<file path="config.mk">
export PLATFORM = sky130hd
export DESIGN_NAME = hi_lo_multiply_divide_unit_flat
export DESIGN_NICKNAME = d
export VERILOG_FILES = /design/src/rtl/hi_lo_multiply_divide_unit_if.sv /design/src/rtl/hi_lo_multiply_divide_unit.sv /design/src/flat_wrapper.sv
export SDC_FILE = /design/constraint.sdc
export NUM_CORES = 1
export LEC_CHECK = 0
export ABC_AREA = 1
export BUFFER_PORTS_ARGS = -buffer_cell sky130_fd_sc_hd__buf_2
export CAP_MARGIN = 25
export CELL_PAD_IN_SITES_DETAIL_PLACEMENT = 1
export CELL_PAD_IN_SITES_GLOBAL_PLACEMENT = 1
export CORE_ASPECT_RATIO = 1.75
export CORE_MARGIN = 2
export CORE_UTILIZATION = 39
export DETAILED_ROUTE_END_ITERATION = 16
export PLACE_DENSITY_LB_ADDON = 0.3
export SLEW_MARGIN = 20
export SYNTH_ARGS = -nofsm -noshare
export SYNTH_HDL_FRONTEND = slang
export SYNTH_SLANG_ARGS = --single-unit
</file>
<file path="constraint.sdc">
create_clock -name clk -period 7 [get_ports clk]
set_input_delay 1.75 -clock clk [delete_from_list [all_inputs] [get_ports clk]]
set_output_delay 1.75 -clock clk [all_outputs]
set_load 0.01 [all_outputs]
</file>
<file path="src/rtl/hi_lo_multiply_divide_unit_if.sv">
`default_nettype none
// ============================================================================
// Module      : hi_lo_multiply_divide_unit_if
// Description : Execute-stage command/result bundle between the pipeline and
//               the HI/LO multiply/divide unit.
// Revision    : 1.0 - initial release
// ============================================================================
interface hi_lo_multiply_divide_unit_if;
    logic [5:0]  ALU_function;
    logic        HI_register_write;
    logic        LO_register_write;
    logic        using_HI_LO;
    logic [31:0] operand_a;
    logic [31:0] operand_b;
    logic [31:0] HI;
    logic [31:0] LO;
    logic        busy;
    logic        stall;

    modport master (
        output ALU_function, HI_register_write, LO_register_write, using_HI_LO,
               operand_a, operand_b,
        input  HI, LO, busy, stall
    );

    modport slave (
        input  ALU_function, HI_register_write, LO_register_write, using_HI_LO,
               operand_a, operand_b,
        output HI, LO, busy, stall
    );
endinterface
`default_nettype wire

</file>
<file path="src/rtl/hi_lo_multiply_divide_unit.sv">
`default_nettype none
// ============================================================================
// Module      : hi_lo_multiply_divide_unit
// Description : Architectural HI/LO registers with iterative MULT/MULTU/DIV/DIVU
//               (shift-add / restoring divide) and single-cycle MTHI/MTLO.
// Revision    : 1.0 - initial release
// ============================================================================
module hi_lo_multiply_divide_unit #(
    parameter int ITERATIONS = 32
) (
    input  wire logic clk,
    input  wire logic reset_n,
    hi_lo_multiply_divide_unit_if.slave bus
);

    localparam int          CNT_W       = $clog2(ITERATIONS + 1);
    localparam logic [5:0]  FUNCT_MULT  = 6'b011000;
    localparam logic [5:0]  FUNCT_MULTU = 6'b011001;
    localparam logic [5:0]  FUNCT_DIV   = 6'b011010;
    localparam logic [5:0]  FUNCT_DIVU  = 6'b011011;

    typedef enum logic [1:0] {
        ST_IDLE   = 2'd0,
        ST_RUN    = 2'd1,
        ST_FINISH = 2'd2
    } state_t;

    state_t             state_q;
    logic [CNT_W-1:0]   count_q;
    logic [31:0]        hi_q;
    logic [31:0]        lo_q;
    logic [63:0]        acc_q;
    logic [31:0]        opnd_q;
    logic [31:0]        src_a_q;
    logic               is_div_q;
    logic               neg_res_q;
    logic               neg_rem_q;
    logic               div_zero_q;

    logic               w_is_muldiv;
    logic               w_signed_op;
    logic               w_start;
    logic               w_mt_hi;
    logic               w_mt_lo;
    logic               w_busy;
    logic               w_sign_a;
    logic               w_sign_b;
    logic [31:0]        w_mag_a;
    logic [31:0]        w_mag_b;
    logic [32:0]        w_mul_sum;
    logic [63:0]        w_mul_next;
    logic [32:0]        w_div_shift;
    logic [32:0]        w_div_diff;
    logic [63:0]        w_div_next;

    assign w_is_muldiv = (bus.ALU_function == FUNCT_MULT)  || (bus.ALU_function == FUNCT_MULTU) ||
                         (bus.ALU_function == FUNCT_DIV)   || (bus.ALU_function == FUNCT_DIVU);
    assign w_signed_op = (bus.ALU_function == FUNCT_MULT)  || (bus.ALU_function == FUNCT_DIV);
    assign w_start     = bus.HI_register_write & bus.LO_register_write & w_is_muldiv;
    assign w_mt_hi     = bus.HI_register_write & ~bus.LO_register_write;
    assign w_mt_lo     = bus.LO_register_write & ~bus.HI_register_write;

    assign w_sign_a    = w_signed_op & bus.operand_a[31];
    assign w_sign_b    = w_signed_op & bus.operand_b[31];
    assign w_mag_a     = w_sign_a ? -bus.operand_a : bus.operand_a;
    assign w_mag_b     = w_sign_b ? -bus.operand_b : bus.operand_b;

    // Multiply: acc = {partial product, remaining multiplier bits}, shifted right each step.
    assign w_mul_sum   = {1'b0, acc_q[63:32]} + {1'b0, opnd_q};
    assign w_mul_next  = acc_q[0] ? {w_mul_sum, acc_q[31:1]} : {1'b0, acc_q[63:1]};

    // Divide: acc = {partial remainder, dividend/quotient bits}; borrow in bit 32 means restore.
    assign w_div_shift = acc_q[63:31];
    assign w_div_diff  = w_div_shift - {1'b0, opnd_q};
    assign w_div_next  = w_div_diff[32] ? {acc_q[62:0], 1'b0}
                                        : {w_div_diff[31:0], acc_q[30:0], 1'b1};

    assign w_busy      = (state_q != ST_IDLE);

    always_ff @(posedge clk or negedge reset_n) begin
        if (!reset_n) begin
            state_q    <= ST_IDLE;
            count_q    <= '0;
            hi_q       <= '0;
            lo_q       <= '0;
            acc_q      <= '0;
            opnd_q     <= '0;
            src_a_q    <= '0;
            is_div_q   <= 1'b0;
            neg_res_q  <= 1'b0;
            neg_rem_q  <= 1'b0;
            div_zero_q <= 1'b0;
        end else begin
            case (state_q)
                ST_IDLE: begin
                    if (w_start) begin
                        state_q    <= ST_RUN;
                        count_q    <= '0;
                        acc_q      <= {32'd0, w_mag_a};
                        opnd_q     <= w_mag_b;
                        src_a_q    <= bus.operand_a;
                        is_div_q   <= bus.ALU_function[1];
                        neg_res_q  <= w_sign_a ^ w_sign_b;
                        neg_rem_q  <= w_sign_a;
                        div_zero_q <= bus.ALU_function[1] && (bus.operand_b == 32'd0);
                    end else begin
                        if (w_mt_hi) hi_q <= bus.operand_a;
                        if (w_mt_lo) lo_q <= bus.operand_a;
                    end
                end
                ST_RUN: begin
                    acc_q   <= is_div_q ? w_div_next : w_mul_next;
                    count_q <= count_q + 1'b1;
                    if (count_q == CNT_W'(ITERATIONS - 1)) state_q <= ST_FINISH;
                end
                ST_FINISH: begin
                    state_q <= ST_IDLE;
                    if (!is_div_q) begin
                        {hi_q, lo_q} <= neg_res_q ? -acc_q : acc_q;
                    end else if (div_zero_q) begin
                        hi_q <= src_a_q;
                        lo_q <= 32'hFFFF_FFFF;
                    end else begin
                        lo_q <= neg_res_q ? -acc_q[31:0]  : acc_q[31:0];
                        hi_q <= neg_rem_q ? -acc_q[63:32] : acc_q[63:32];
                    end
                end
                default: state_q <= ST_IDLE;
            endcase
        end
    end

    assign bus.HI    = hi_q;
    assign bus.LO    = lo_q;
    assign bus.busy  = w_busy;
    assign bus.stall = w_busy & (bus.using_HI_LO | bus.HI_register_write | bus.LO_register_write);

endmodule
`default_nettype wire
</file>
<file path="src/flat_wrapper.sv">
// flat-port wrapper written by rule: the top's interface ports become plain ports
module hi_lo_multiply_divide_unit_flat 
#(
    parameter int ITERATIONS = 32
)
  (clk, reset_n, bus_ALU_function, bus_HI_register_write, bus_LO_register_write, bus_using_HI_LO, bus_operand_a, bus_operand_b, bus_HI, bus_LO, bus_busy, bus_stall);
  hi_lo_multiply_divide_unit_if bus_i ();
  input  wire logic clk;
  input  wire logic reset_n;
  input wire logic [$bits(bus_i.ALU_function)-1:0] bus_ALU_function;
  input wire logic [$bits(bus_i.HI_register_write)-1:0] bus_HI_register_write;
  input wire logic [$bits(bus_i.LO_register_write)-1:0] bus_LO_register_write;
  input wire logic [$bits(bus_i.using_HI_LO)-1:0] bus_using_HI_LO;
  input wire logic [$bits(bus_i.operand_a)-1:0] bus_operand_a;
  input wire logic [$bits(bus_i.operand_b)-1:0] bus_operand_b;
  output wire logic [$bits(bus_i.HI)-1:0] bus_HI;
  output wire logic [$bits(bus_i.LO)-1:0] bus_LO;
  output wire logic [$bits(bus_i.busy)-1:0] bus_busy;
  output wire logic [$bits(bus_i.stall)-1:0] bus_stall;
  assign bus_i.ALU_function = bus_ALU_function;
  assign bus_i.HI_register_write = bus_HI_register_write;
  assign bus_i.LO_register_write = bus_LO_register_write;
  assign bus_i.using_HI_LO = bus_using_HI_LO;
  assign bus_i.operand_a = bus_operand_a;
  assign bus_i.operand_b = bus_operand_b;
  assign bus_HI = bus_i.HI;
  assign bus_LO = bus_i.LO;
  assign bus_busy = bus_i.busy;
  assign bus_stall = bus_i.stall;
  hi_lo_multiply_divide_unit #(.ITERATIONS(ITERATIONS)) u_core (.clk(clk), .reset_n(reset_n), .bus(bus_i));
endmodule
</file>
* Word-level counts from Yosys, hierarchy flattened
Cells that the tools add are included.
Word-level totals: flip-flop bits (word level) 204, input port bits 75, output and inout bits 66, word-level logic and storage cells 83
Operators by class: reduce and logical (&&, ||, !) cells 15, $add $sub $neg 8, mux-type cells 25, equal/unequal tests 12, bitwise logic cells 12
Operators with widths (number):
- $mux 32 | 12
- $mux 64 | 5
- $neg 32->32 | 4
- $pmux 32 s2 | 2
- $pmux 64 s2 | 1
- $neg 64->64 | 1
- $add 32x32->33 | 1
- $sub 33x32->33 | 1
- $logic_not 32->1 | 1
- $eq 6x5->1 const B | 5
- $pmux 6 s2 | 1
- $ne 2x1->1 const B | 4
- $and 1x1->1 | 7
- $add 6x1->6 const B | 1
- $mux 6 | 1
- $reduce_and 2->1 | 3
- $reduce_and 3->1 | 2
- $reduce_bool 2->1 | 3
- $logic_or 1x1->1 | 4
- $mux 2 | 2
- $pmux 2 s2 | 1
- $eq 2x1->1 const B | 1
- $eq 2x2->1 const B | 1
- $logic_not 2->1 | 1
- other kinds (5) | 7

* Logic depth before layout (Yosys ltp)
Gate-level depths: netlist of run 1.
depth in word-level cells 7, depth in mapped cells 19

* Least setup slack after synthesis of run 1
Ideal clock, no wire load.
kind input to output, from input port bus_LO_register_write, to output port bus_stall, data required time 5.250 ns, arrival 2.070 ns, buffers on the path 0, path slack 3.180 ns, cell stages on the path 2, path through inv_1 > a21oi_1
Between the ends: word-level cells in the longest chain between the ends 2
Ends and longest elaborated chain:
- start: declaration | RTL line flat_wrapper.sv:12 | input wire logic [$bits(bus_i.LO_register_write)-1:0] bus_LO_register_write;
- $or 1x1->1 | RTL line hi_lo_multiply_divide_unit.sv:136 | assign bus.stall = w_busy & (bus.using_HI_LO | bus.HI_register_write | bus.LO_register_write);
- $and 1x1->1 | RTL line hi_lo_multiply_divide_unit.sv:136
- end: declaration | RTL line flat_wrapper.sv:19 | output wire logic [$bits(bus_i.stall)-1:0] bus_stall;
No other way between the ends.

* Worst setup path in the final report of run 1
Same ends and word-level chain as after synthesis.

==> results of run 1 <==
## final timing paths
check                                                 end  slack, ps  depth (start not counted)
hold / removal              u_core.src_a_q[9]$_DFFE_PN0P_        480                          2
setup reg to reg            u_core.bus.LO[28]$_DFFE_PN0P_       3500                          8
max in group asynchronous    u_core.neg_res_q$_DFFE_PN0P_       4490                          2
min in group asynchronous  u_core.src_a_q[21]$_DFFE_PN0P_       1150                          1
setup / recovery                                bus_stall       2940                          4
hold reg to reg             u_core.src_a_q[9]$_DFFE_PN0P_        480                          2
## logic make-up (layout without fill, tap and decap cells)
family	Yosys count	in the layout	synth area share, %
buffers and inverters	566	637	11.39
DFF	204	204	25.63
and+or+nand+nor	1950	1950	40.80
adders and majority gates	71	71	4.535
xor gates and xnor gates	64	64	2.814
AOI/OAI and AO/OA	556	556	14.82
## state kept, by name, indices dropped and copies added (netlist names)
name and count:
u_core.is_div_q 1, u_core.div_zero_q 1, u_core.src_a_q 32, u_core.bus.LO 32, u_core.neg_res_q 1, u_core.opnd_q 32, u_core.acc_q 64, u_core.count_q 6
u_core.state_q 2, u_core.neg_rem_q 1, u_core.bus.HI 32
## power by group
part / switching, uW / internal (uW)
logic: 4200 / 1790
clock network: 604 / 676
registers: 777 / 1510
## layer usage
layer / global-route usage (%) / vias to the layer above / share of wire, %
met3: 4.035 / 408 / 3.9
met4: 40.60 / 0 / 13
met2: 71.83 / 809 / 51
met5: 0 / - / 0
met1: 36.22 / 11560 / 33
li1: - / 10970 / -
## per-stage QoR
| step | utilization [%] | instance area, um^2 | std cells | power (uW) |
|---|---|---|---|---|
| after floorplan | - | 19920 | 3411 | 5951 |
| after global placement | 41.64 | 21010 | 4104 | 7984 |
| after detailed placement | 41.64 | 21010 | 4104 | 8150 |
| after CTS | 43.18 | 21790 | 4148 | 9462 |
| after global routing | 43.18 | 21790 | 4148 | 10220 |
| final | 43.18 | 21790 | 4148 | 9545 |
## critical path: stages
cell and delay [ps]:
buf_2 100, inv_1 210, a21oi_1 100, buf_2 140
## cell type report
cell class / count / area [um^2] / area share (%)
clock buffer: 29 / 649.4 / 2.980
clock inverter: 15 / 128.9 / 0.5914
inverter: 433 / 1628 / 7.471
multi-input combinational: 2641 / 12570 / 57.69
sequential: 204 / 5107 / 23.44
tap: 666 / 833.3 / 3.824
timing repair buffer: 160 / 873.3 / 4.008
## synth_stat cells (all sizes together) (5+ instances only)
master | number | share of area [%]
a31oi | 15 | 0.47
buf | 56 | 1.6
nand3 | 273 | 7.1
nand2 | 1098 | 21
and2 | 5 | 0.16
clkbuf | 76 | 1.5
xor2 | 44 | 1.9
o21ai | 244 | 6.3
o31ai | 5 | 0.19
nor3 | 44 | 1.2
nor4 | 8 | 0.33
nand4 | 37 | 1.2
a21oi | 258 | 6.6
dfrtp | 204 | 26
a22oi | 8 | 0.30
nor2 | 461 | 9.0
ha | 69 | 4.3
xnor2 | 20 | 0.88
inv | 432 | 8.2
o21bai | 8 | 0.30
nand3b | 19 | 0.72
==> impl_metrics.toml, run 1 <==
[logic_synthesis]
synth_area_mm2 = 0.01992
synth_edf_count = 0
yosysSeqAreaShare_pct = 25.63
synth.avg_cell_area_um2 = 5.840
yosysUniqueCellTypes = 55
ys_async_sr_fraction_pct = 100.0
synth_nets = 3557
synth_seq_cells = 204
yosys_warnings = 0
synthCells = 3411
ys.flop_type = "dfrtp_1"

[floorplanning]
start_util_pct = 39.47
rows = 109
dieArea_mm2 = 0.05297
fp.dieW_um = 174.8
core-area_mm2 = 0.05046
die_h_um = 303.0
pin_count = 141

[hold_path]
hold_start = "u_core.src_a_q[9]$_DFFE_PN0P_"
holdCritPathClass = "reg2reg"

[run]
cap_violations = 0

[critical_path]
cp.required_ps = 5250
r2r_start = "u_core.state_q[0]$_DFFE_PN0P_"
worstSetupStartpointType = "primary input"
cp_max_fo = 5
crit_start = "bus_LO_register_write"
path_class = "in2out"
crit_arrival_ps = 2310
cp-end-kind = "output pin"

[timing]
tightest_slew_ps = 957.0
period_minus_slack_ps = 4062
setup_violations = 0
whs_ps = 482.4
rsz0062_at_grt = "no"
max_freq_ghz = 0.2462
slew_violations = 0
slew_headroom_pct = 35.96
setup_ws_ps = 2938
finalHoldViolCount = 0
fin_skew_ps = 37.78
setup_tns_ps = 0
finalCritPeriodShare_pct = 58.03

[placed_design]
gp_congestion = 1.029
port_buffers = 140
hpwl_mm = 83.23
pre_cts_ws_ps = 2893

[finish]
diodes = 0
mostFrequentLayoutCells = "1075 x nand2_1, 449 x nor2_1, 420 x inv_1"
nets = 3610
syn_to_final_growth_pct = 9.390
drive_gt1_share_pct = 7.955
fillers = 7073
final_common_cell = "nand2_1"

[global_routing]
grtUsageTotal_pct = 38.98
overflow = 0
antenna_found_initial = 2
grt_max_degree = 132
grt_pass1_wl_mm = 154.1
grt_pass1_vias = 25380

[route]
wl_per_cell_um = 25.05
routed_wl_mm = 103.9
num_vias = 23750
detail-route-antenna-nets = 0
drtIter0Drc = 1359
first_pass_iters = 5
drc_errors = 0
vias_per_cell = 5.725

[clock_network]
clock_latency_ps = 580
cts-hold-fix-buffers = 0
clk_path_buf_depth = 3
clk_pin_slew_ps = 60
clkSinkCount = 204
htreeDepth = 1
cts_root_buffer = "clkbuf_16"
post_cts_buffers = 0
cts_tree = "yes"
post_cts_resized = 0
cts_made_buffers = 24

[pwr]
ir_drop_uv = 252.2
p_per_area_mw_per_mm2 = 438.0
p_leak_uw = 0.01115

[status]
outcome = "finished clean"
Power figures use the tool's default switching activity.
==> inputs of run 2 (changes only) <==
==> constraint.sdc (replaced) <==
create_clock -name clk -period 3.8 [get_ports clk]
set_input_delay 0.95 -clock clk [delete_from_list [all_inputs] [get_ports clk]]
set_output_delay 0.95 -clock clk [all_outputs]
set_load 0.01 [all_outputs]
==> run 2 against run 1 <==
Against the previous run:
- non-clock buffer count is 40 higher
- clock-buffer cell count shrank 5
- final area increased by 1.8%
- utilization increased by 0.78 points
- via count grew 1.9%
- clock skew down 19 ps
- clock power rose by 98%
- combinational power rose by 100%
- flip-flop and latch count did not move
- largest cell class unchanged
- largest power group unchanged
==> impl_metrics.toml, run 2 (synthesis results as in run 1) <==
[finish]
stdcell_area_mm2 = 0.02218
mostFrequentLayoutCells = "1075 x nand2_1, 449 x nor2_1, 420 x inv_1"
drive_gt1_share_pct = 8.951
post-route-util_pct = 43.96
syn_to_final_growth_pct = 11.36
nets = 3649
top_register = "u_core.acc_q"
largest_reg_flops = 64
final_common_cell = "nand2_1"

[floorplanning]
fp.dieW_um = 174.8
die_h_um = 303.0
core-area_mm2 = 0.05046
pin_count = 141
rows = 109
dieArea_mm2 = 0.05297
start_util_pct = 39.47

[critical_path]
r2r_start = "u_core.acc_q[43]$_DFFE_PN0P_"
cp_max_fo = 10
worstReg2RegEnd = "u_core.acc_q[63]$_DFFE_PN0P_"
cp-end-kind = "flop"
crit_arrival_ps = 3950
crit_start = "u_core.acc_q[43]$_DFFE_PN0P_"
reg2reg_setup_slack_ps = 300
cp.required_ps = 4250
worstSetupStartpointType = "flop"
reg2regPathDepth = 14
path_class = "reg2reg"

[global_routing]
grt_pass1_wl_mm = 161.7
grt_max_degree = 98
antenna_found_initial = 3
grtUsageTotal_pct = 41.19
overflow = 0
grt_pass1_vias = 26000

[route]
vias_per_cell = 5.779
detail-route-antenna-nets = 0
first_pass_iters = 7
wl_per_cell_um = 25.89
drc_errors = 0
drtIter0Drc = 1542
routed_wl_mm = 108.4
num_vias = 24190

[timing]
rsz0062_at_grt = "no"
setup_ws_ps = 303.4
slew_violations = 0
fin_skew_ps = 19.21
slew_headroom_pct = 32.52
max_freq_ghz = 0.2860
finalCritPeriodShare_pct = 92.02
setup_violations = 0
finalHoldViolCount = 0
setup_tns_ps = 0
tightest_slew_ps = 1008
period_minus_slack_ps = 3497

[placed_design]
port_buffers = 140
gp_congestion = 1.082
pre_cts_ws_ps = 559.5
hpwl_mm = 85.62
post_dp_cell_area_mm2 = 0.02137

[clock_network]
clkSinkCount = 204
htreeDepth = 1
post_cts_resized = 0
cts_made_buffers = 23
cts-hold-fix-buffers = 0
cts_tree = "yes"
post_cts_buffers = 0
clock_latency_ps = 570
cts_root_buffer = "clkbuf_16"
clk_pin_slew_ps = 70
clk_path_buf_depth = 3

[pwr]
p_int_uw = 7699
sw_frac_of_total_pct = 57.60
p_seq_share_pct = 20.1
p_clk_share_pct = 14.0
ir_drop_uv = 335.7
total_power_uw = 18160
p_per_area_mw_per_mm2 = 818.5
pwr-share-comb_pct = 65.9
switching_power_uw = 10460
p_leak_uw = 0.01137

[status]
outcome = "finished clean"

[run]
cap_violations = 0

[hold_path]
holdCritPathClass = "in2async"
run 2: cell types whose count changed in the layout (fill, tap and decap cells not counted), sizes merged:
cell    previous run  this run
inv              435       436
bufinv             0         4
clkinv             7         4
diode              0         1
clkbuf            29        24
buf              160       200
run 2: through the flow:
step	cells	hold WS [ps]
floorplan	3411	447.8
global placement	4144	464.5
finish	4186	377.4
global route	4185	455.7
CTS	4185	430.1
detailed placement	4144	472.6
run 2: layout make-up:
| cell class | count | area [um^2] |
|---|---|---|
| clock buffers | 24 | 579.3 |
| flip-flops and latches | 204 | 5107 |
| clock inverters | 17 | 226.5 |
| well taps | 666 | 833.3 |
| multi-input cells | 2641 | 12570 |
| diodes | 1 | 2.502 |
| repair buffers | 200 | 1236 |
| inverters | 433 | 1628 |
| fillers | 7093 | 28280 |
run 2: worst max path at each step:
stage                                         end  slack, ps  cells past startpoint
finish               u_core.acc_q[63]$_DFFE_PN0P_        300                     14
global route         u_core.acc_q[63]$_DFFE_PN0P_        280                     14
CTS                  u_core.acc_q[63]$_DFFE_PN0P_        540                     14
detailed placement  u_core.opnd_q[22]$_DFFE_PN0P_        560                      7
global placement    u_core.opnd_q[22]$_DFFE_PN0P_        590                      7
floorplan            u_core.acc_q[26]$_DFFE_PN0P_       1380                     14
run 2: routing by layer:
metal | vias to the layer above | global-route usage (%) | wire [um]
met1 | 11730 | 37.20 | 34350
li1 | 11050 | - | -
met4 | 4 | 45.85 | 14970
met3 | 502 | 7.845 | 5772
met2 | 897 | 73.09 | 53270
met5 | - | 0 | 27
run 2: power by group through the flow:
stage	Sequential, uW	Clock (uW)	Combinational [uW]
floorplan	3350	0	7620
global placement	3620	0	11300
detailed placement	3640	0	11600
CTS	3610	2570	11700
global route	3690	2630	13100
finish	3660	2540	12000
run 2: worst max-delay path, cell delays in order, from the launching register on:
cell     delay [ps]
dfrtp_1         630
ha_1            500
nand2_1         120
nor2_1          150
inv_1           180
nor3_1          740
nand2_1         130
nand2_1         300
nand3_1         190
nand2_1         100
nand2_1          60
nand3_2          70
nand2_1          70
nand2_1          60
nand2_1          60
